==> src/rtl/alu4_pkg.sv <==
// Shared constants for the 4-bit ALU and its write-back stage.
package alu4_pkg;

    localparam int unsigned DATA_W  = 4;
    localparam int unsigned ENTRY_W = DATA_W + 6;

    localparam logic [2:0] OP_ADD = 3'b000;
    localparam logic [2:0] OP_SUB = 3'b001;
    localparam logic [2:0] OP_NOT = 3'b010;
    localparam logic [2:0] OP_AND = 3'b011;
    localparam logic [2:0] OP_OR  = 3'b100;
    localparam logic [2:0] OP_XOR = 3'b101;
    localparam logic [2:0] OP_SLT = 3'b110;
    localparam logic [2:0] OP_EQ  = 3'b111;

    localparam int unsigned FLAG_Z = 2;
    localparam int unsigned FLAG_V = 1;
    localparam int unsigned FLAG_C = 0;

    // Only add, sub and signed less-than produce a meaningful signed overflow.
    function automatic logic is_signed_op(input logic [2:0] op);
        return (op == OP_ADD) || (op == OP_SUB) || (op == OP_SLT);
    endfunction

endpackage

==> src/rtl/alu4_wb_fifo.sv <==
// Generic DEPTH x WIDTH FIFO with wrapping pointers and a separate occupancy count.
module alu4_wb_fifo #(
    parameter int unsigned WIDTH = 10,
    parameter int unsigned DEPTH = 2
) (
    input  logic             clk,
    input  logic             rst_n,
    input  logic             push_i,
    input  logic             pop_i,
    input  logic [WIDTH-1:0] wdata_i,
    output logic [WIDTH-1:0] rdata_o,
    output logic             full_o,
    output logic             empty_o
);

    localparam int unsigned PW = $clog2(DEPTH);
    localparam int unsigned CW = PW + 1;

    logic [WIDTH-1:0] mem_q [DEPTH];
    logic [PW-1:0]    wr_ptr_q, wr_ptr_d;
    logic [PW-1:0]    rd_ptr_q, rd_ptr_d;
    logic [CW-1:0]    count_q, count_d;
    logic             push_ok, pop_ok;

    assign full_o  = (count_q == CW'(DEPTH));
    assign empty_o = (count_q == '0);
    assign push_ok = push_i & ~full_o;
    assign pop_ok  = pop_i & ~empty_o;
    assign rdata_o = mem_q[rd_ptr_q];

    // Power-of-two depth lets the pointers wrap by plain overflow.
    always_comb begin
        wr_ptr_d = wr_ptr_q + PW'(push_ok);
        rd_ptr_d = rd_ptr_q + PW'(pop_ok);
        count_d  = count_q + CW'(push_ok) - CW'(pop_ok);
    end

    always_ff @(posedge clk or negedge rst_n) begin
        if (!rst_n) begin
            wr_ptr_q <= '0;
            rd_ptr_q <= '0;
            count_q  <= '0;
            for (int i = 0; i < int'(DEPTH); i++) begin
                mem_q[i] <= '0;
            end
        end else begin
            wr_ptr_q <= wr_ptr_d;
            rd_ptr_q <= rd_ptr_d;
            count_q  <= count_d;
            if (push_ok) begin
                mem_q[wr_ptr_q] <= wdata_i;
            end
        end
    end

endmodule

==> src/rtl/alu4_wb_stage.sv <==
// Write-back stage behind the 4-bit ALU: result FIFO, flag register, sticky overflow.
// Optional statistics counters are built when ALU4_WB_STAT_EN is defined.
module alu4_wb_stage
    import alu4_pkg::*;
#(
    parameter int unsigned W     = 4,
    parameter int unsigned DEPTH = 2
) (
    input  logic         clk,
    input  logic         rst_n,
    input  logic         in_valid,
    output logic         in_ready,
    input  logic [2:0]   in_op,
    input  logic [W-1:0] in_result,
    input  logic         in_zero,
    input  logic         in_overflow,
    input  logic         in_carry,
    output logic         out_valid,
    input  logic         out_ready,
    output logic [2:0]   out_op,
    output logic [W-1:0] out_result,
    output logic         out_zero,
    output logic         out_overflow,
    output logic         out_carry,
    output logic [2:0]   flags,
    output logic         ovf_sticky,
    input  logic         clr_sticky,
    output logic [15:0]  stat_ops,
    output logic [15:0]  stat_stall
);

    localparam int unsigned EW = W + 6;

    logic          push, pop, full, empty;
    logic [EW-1:0] wdata, rdata;
    logic [2:0]    flags_q, flags_d;
    logic          sticky_q, sticky_d;

    assign in_ready  = ~full;
    assign out_valid = ~empty;
    assign push      = in_valid & in_ready;
    assign pop       = out_valid & out_ready;

    assign wdata = {in_op, in_result, in_zero, in_overflow, in_carry};

    alu4_wb_fifo #(
        .WIDTH (EW),
        .DEPTH (DEPTH)
    ) u_fifo (
        .clk     (clk),
        .rst_n   (rst_n),
        .push_i  (push),
        .pop_i   (pop),
        .wdata_i (wdata),
        .rdata_o (rdata),
        .full_o  (full),
        .empty_o (empty)
    );

    assign out_op       = rdata[EW-1 -: 3];
    assign out_result   = rdata[W+2:3];
    assign out_zero     = rdata[FLAG_Z];
    assign out_overflow = rdata[FLAG_V];
    assign out_carry    = rdata[FLAG_C];

    // Sticky set has priority over a same-cycle clear.
    always_comb begin
        flags_d  = flags_q;
        sticky_d = sticky_q;
        if (clr_sticky) begin
            sticky_d = 1'b0;
        end
        if (push) begin
            flags_d = {in_zero, in_overflow, in_carry};
            if (in_overflow && is_signed_op(in_op)) begin
                sticky_d = 1'b1;
            end
        end
    end

    always_ff @(posedge clk or negedge rst_n) begin
        if (!rst_n) begin
            flags_q  <= '0;
            sticky_q <= 1'b0;
        end else begin
            flags_q  <= flags_d;
            sticky_q <= sticky_d;
        end
    end

    assign flags      = flags_q;
    assign ovf_sticky = sticky_q;

`ifdef ALU4_WB_STAT_EN
    logic [15:0] ops_q, ops_d;
    logic [15:0] stall_q, stall_d;

    // Saturating counters; clear beats a same-cycle increment.
    always_comb begin
        ops_d   = ops_q;
        stall_d = stall_q;
        if (clr_sticky) begin
            ops_d   = '0;
            stall_d = '0;
        end else begin
            if (push && ops_q != 16'hFFFF) begin
                ops_d = ops_q + 16'd1;
            end
            if (in_valid && !in_ready && stall_q != 16'hFFFF) begin
                stall_d = stall_q + 16'd1;
            end
        end
    end

    always_ff @(posedge clk or negedge rst_n) begin
        if (!rst_n) begin
            ops_q   <= '0;
            stall_q <= '0;
        end else begin
            ops_q   <= ops_d;
            stall_q <= stall_d;
        end
    end

    assign stat_ops   = ops_q;
    assign stat_stall = stall_q;
`else
    assign stat_ops   = '0;
    assign stat_stall = '0;
`endif

endmodule

==> config.mk <==
export PLATFORM = sky130hd
export DESIGN_NAME = alu4_wb_stage
export DESIGN_NICKNAME = d
export VERILOG_FILES = /design/src/rtl/alu4_pkg.sv /design/src/rtl/alu4_wb_fifo.sv /design/src/rtl/alu4_wb_stage.sv
export SDC_FILE = /design/constraint.sdc
export NUM_CORES = 1
export LEC_CHECK = 0
export ABC_AREA = 1
export CAP_MARGIN = 20
export CORE_MARGIN = 4
export CORE_UTILIZATION = 50
export CTS_CLUSTER_SIZE = 30
export DETAILED_ROUTE_END_ITERATION = 10
export DONT_BUFFER_PORTS = 1
export PLACE_DENSITY = 0.68
export SLEW_MARGIN = 20
export SYNTH_ARGS = -nofsm -noshare
export SYNTH_HDL_FRONTEND = slang
export SYNTH_SLANG_ARGS = --single-unit
export TNS_END_PERCENT = 10
==> constraint.sdc <==
create_clock -name clk -period 1.4 [get_ports clk]
set_input_delay 0 -clock clk [delete_from_list [all_inputs] [get_ports clk]]
set_output_delay 0 -clock clk [all_outputs]
set_load 0.005 [all_outputs]
==> flow_metrics.py <==
metrics = {
    "floorplanning": {
        "design.core.area_um2": 2850,
        "die_h_um": 63.8,
        "io-pin-count": 63,
        "rows": 19,
        "die_w_um": 63.8,
        "start_util_pct": 54.6,
        "dieArea_um2": 4070,
    },
    "placement": {
        "postPlaceCellArea_um2": 1500,
        "gp_congestion": 0.751,
        "io_buffers": 0,
        "placedCellCount": 197,
        "dp_hpwl_um": 1910,
    },
    "yosys": {
        "yosysWarnings": 0,
        "ys_ff_latch": 28,
        "synth.distinct_cells": 23,
        "synth-main-ff-cell": "dfrtp_1",
        "synth.top_cell.area_share_pct": 45.0,
        "synth_edf_count": 0,
        "synth_top_cell_by_area": "dfrtp_1",
        "synth_area_um2": 1560,
        "synth_commonest_cells": "nand2_1 (34), buf_4 (33), dfrtp_1 (28)",
        "synth.most_common_cell": "nand2_1",
        "yosys-top-cells-area": "dfrtp_1 (45%), buf_4 (16%), nand2_1 (8.2%)",
        "ys_seq_area_share_pct": 45.0,
        "synthArstFlopShare_pct": 100,
        "avgSynthCellArea_um2": 9.38,
        "syn_inst": 166,
    },
    "setup_path": {
        "rrSetupSlack_ns": 0.04,
        "cp.arrival_ns": 1.59,
        "end_kind": "register",
        "r2r_end": "u_fifo.mem_q[0]",
        "crit_path_start": "u_fifo.count_q[1]",
        "r2r_cells": 5,
        "crit_required_ns": 1.63,
        "worstSetupPathType": "reg -> reg",
        "endpoint": "u_fifo.mem_q[0]",
        "cpPeakStageDelay_ns": 0.43,
        "crit_fanout": 11,
        "cp-start-kind": "register",
        "path_cells": "nand2_2, nand2_4, inv_4, ha_4, mux2_2",
        "cp_slowest_cell": "dfrtp_1",
        "rr_startpoint": "u_fifo.count_q[1]",
    },
    "pwr": {
        "intPower_uw": 2070,
        "p_per_area_nw_per_um2": 1900,
        "combinationalPowerShare_pct": 44.7,
        "fin_total_pwr_uw": 3270,
        "leakagePower_uw": 0.000881,
        "power_frac_clock_pct": 12.0,
        "ir_drop_uv": 1130,
        "power.switching_uw": 1200,
        "swShare_pct": 36.6,
        "pwr-share-seq_pct": 43.3,
    },
    "routing": {
        "first_pass_iters": 4,
        "ant_nets": 0,
        "drc": 0,
        "drtIter0Drc": 34,
        "num_vias": 983,
        "finalWirelength_um": 2600,
        "wl_per_cell_um": 12.0,
        "routed_via_density": 4.53,
    },
    "global_routing": {
        "track_usage_pct": 12.7,
        "grt_start_max_net_pins": 29,
        "grt_pass1_vias": 930,
        "antenna_found_initial": 0,
        "grt_pass1_wl_um": 4150,
        "grt-ovfl-total": 0,
    },
    "clocking": {
        "clk_latency_ns": 0.32,
        "clk_path_buf_depth": 2,
        "cts_tree": "done",
        "htree_num_levels": 1,
        "cts_buffers": 3,
        "clock_sinks": 28,
        "cts_root_buf": "clkbuf_4",
        "clk_pin_slew_ns": 0.15,
    },
    "layout": {
        "final_cells": 217,
        "synthToLayoutAreaGrowth_pct": 10.6,
        "drive_gt1_share_pct": 19.4,
        "diodes": 0,
        "layout.nets": 206,
        "fin_area_um2": 1720,
    },
    "sta": {
        "slew_violations": 0,
        "min_period_ns": 1.36,
        "finalSetupViolCount": 0,
        "rsz0062_at_grt": "true",
        "finalCritPeriodShare_pct": 97.2,
        "fmax_mhz": 735,
        "final.setup.tns_ns": 0,
        "clock_skew_ns": 0.000922,
        "hold_viol_final": 0,
    },
    "hold_path": {
        "hp-class": "in -> async",
    },
    "run_status": {
        "status": "complete, no violations",
    },
    "run": {
        "cap_violations": 0,
    },
}
-- how the worst min path moves through the flow --
stage	to	slack, ns
final	u_fifo.mem_q[16]	0.09
after global routing	u_fifo.mem_q[6]	0.08
after CTS	u_fifo.rd_ptr_q	-0.19
after detailed placement	u_fifo.mem_q[16]	-0.29
after global placement	u_fifo.mem_q[6]	-0.29
after floorplan	flags[0]	-0.30
-- worst max-delay path, delay by kind of cell, from the launching register on --
kind	cells	cell delay, ns
simple gates	2	0.16
mux	1	0.35
fa+ha+maj	1	0.26
flops	1	0.43
buf+inv	1	0.07
-- metal layers --
layer | up-vias | GRT usage [%] | share of wire (%)
met1 | 455 | 16.4 | 44
met4 | 0 | 1.62 | 0.38
met2 | 40 | 21.0 | 47
met5 | - | 0 | 0
li1 | 486 | - | -
met3 | 2 | 4.38 | 8.3
-- final cells by class --
type,instances,area (um^2)
multi-input cells,112,654
inverters,20,77.6
repair buffers,22,213
fillers,267,1130
flip-flops and latches,28,702
well taps,31,38.8
clock buffers,4,36.3
-- cells by family (layout without fill, tap and decap cells) --
kind of cell    count (synthesis)  after routing  synth area share, %
compound gates                 22             22                 7.07
xor+xnor                        3              3                 2.17
fa+ha+maj                       4              4                 3.22
buf+inv                        57             46                 22.3
flops                          28             28                 45.0
mux                             9              9                 8.44
other cells                     1             32                0.241
simple gates                   42             42                 11.5
-- sequential cells by signal, summed over array words and instances (netlist names) --
name,count
u_fifo.rd_ptr_q,1
u_fifo.mem_q,20
u_fifo.count_q,2
u_fifo.wr_ptr_q,1
flags,3
ovf_sticky,1
-- power groups by stage --
| stage | sequential (uW) | combinational, uW | clock (uW) |
|---|---|---|---|
| CTS | 1420 | 1410 | 401 |
| floorplan | 1370 | 1150 | 0 |
| detailed placement | 1430 | 1340 | 0 |
| global route | 1470 | 1670 | 432 |
| finish | 1410 | 1460 | 392 |
| global placement | 1420 | 1290 | 0 |
-- per-stage QoR --
step / util [%] / setup WS, ns / hold slack, ns
after floorplan: - / 0.0154 / -0.296
after global placement: 52.5 / -0.0444 / -0.295
after detailed placement: 52.5 / -0.101 / -0.295
after CTS: 59.1 / -0.0106 / -0.186
after global routing: 60.4 / -0.0299 / 0.0754
final: 60.4 / 0.0386 / 0.0865
-- placed cells by master (no fill, tap or decap) --
cell	n
nand2_4	1
a21oi_1	1
inv_2	4
o21ai_0	20
nand3b_1	1
buf_12	1
mux2_2	1
buf_4	7
clkbuf_4	3
ha_2	2
nand2_1	34
mux2_4	8
nand2_2	3
xnor2_2	1
inv_4	1
xnor2_1	1
inv_1	15
nor2_1	2
conb_1	32
dlygate4sd3_1	14
clkbuf_8	1
ha_4	2
xor2_1	1
dfrtp_2	1
dfrtp_1	27
or2_1	1
o21ai_1	1
-- what timing repair did --
item                       CTS  global route
resized for setup            1             7
setup endpoints to repair   11            24
hold buffers                14             1
pin swaps                    0             2
buffers inserted             0             1
cloned                       0             0
hold endpoints to repair    54             1
(Power assumes the default switching activity.)
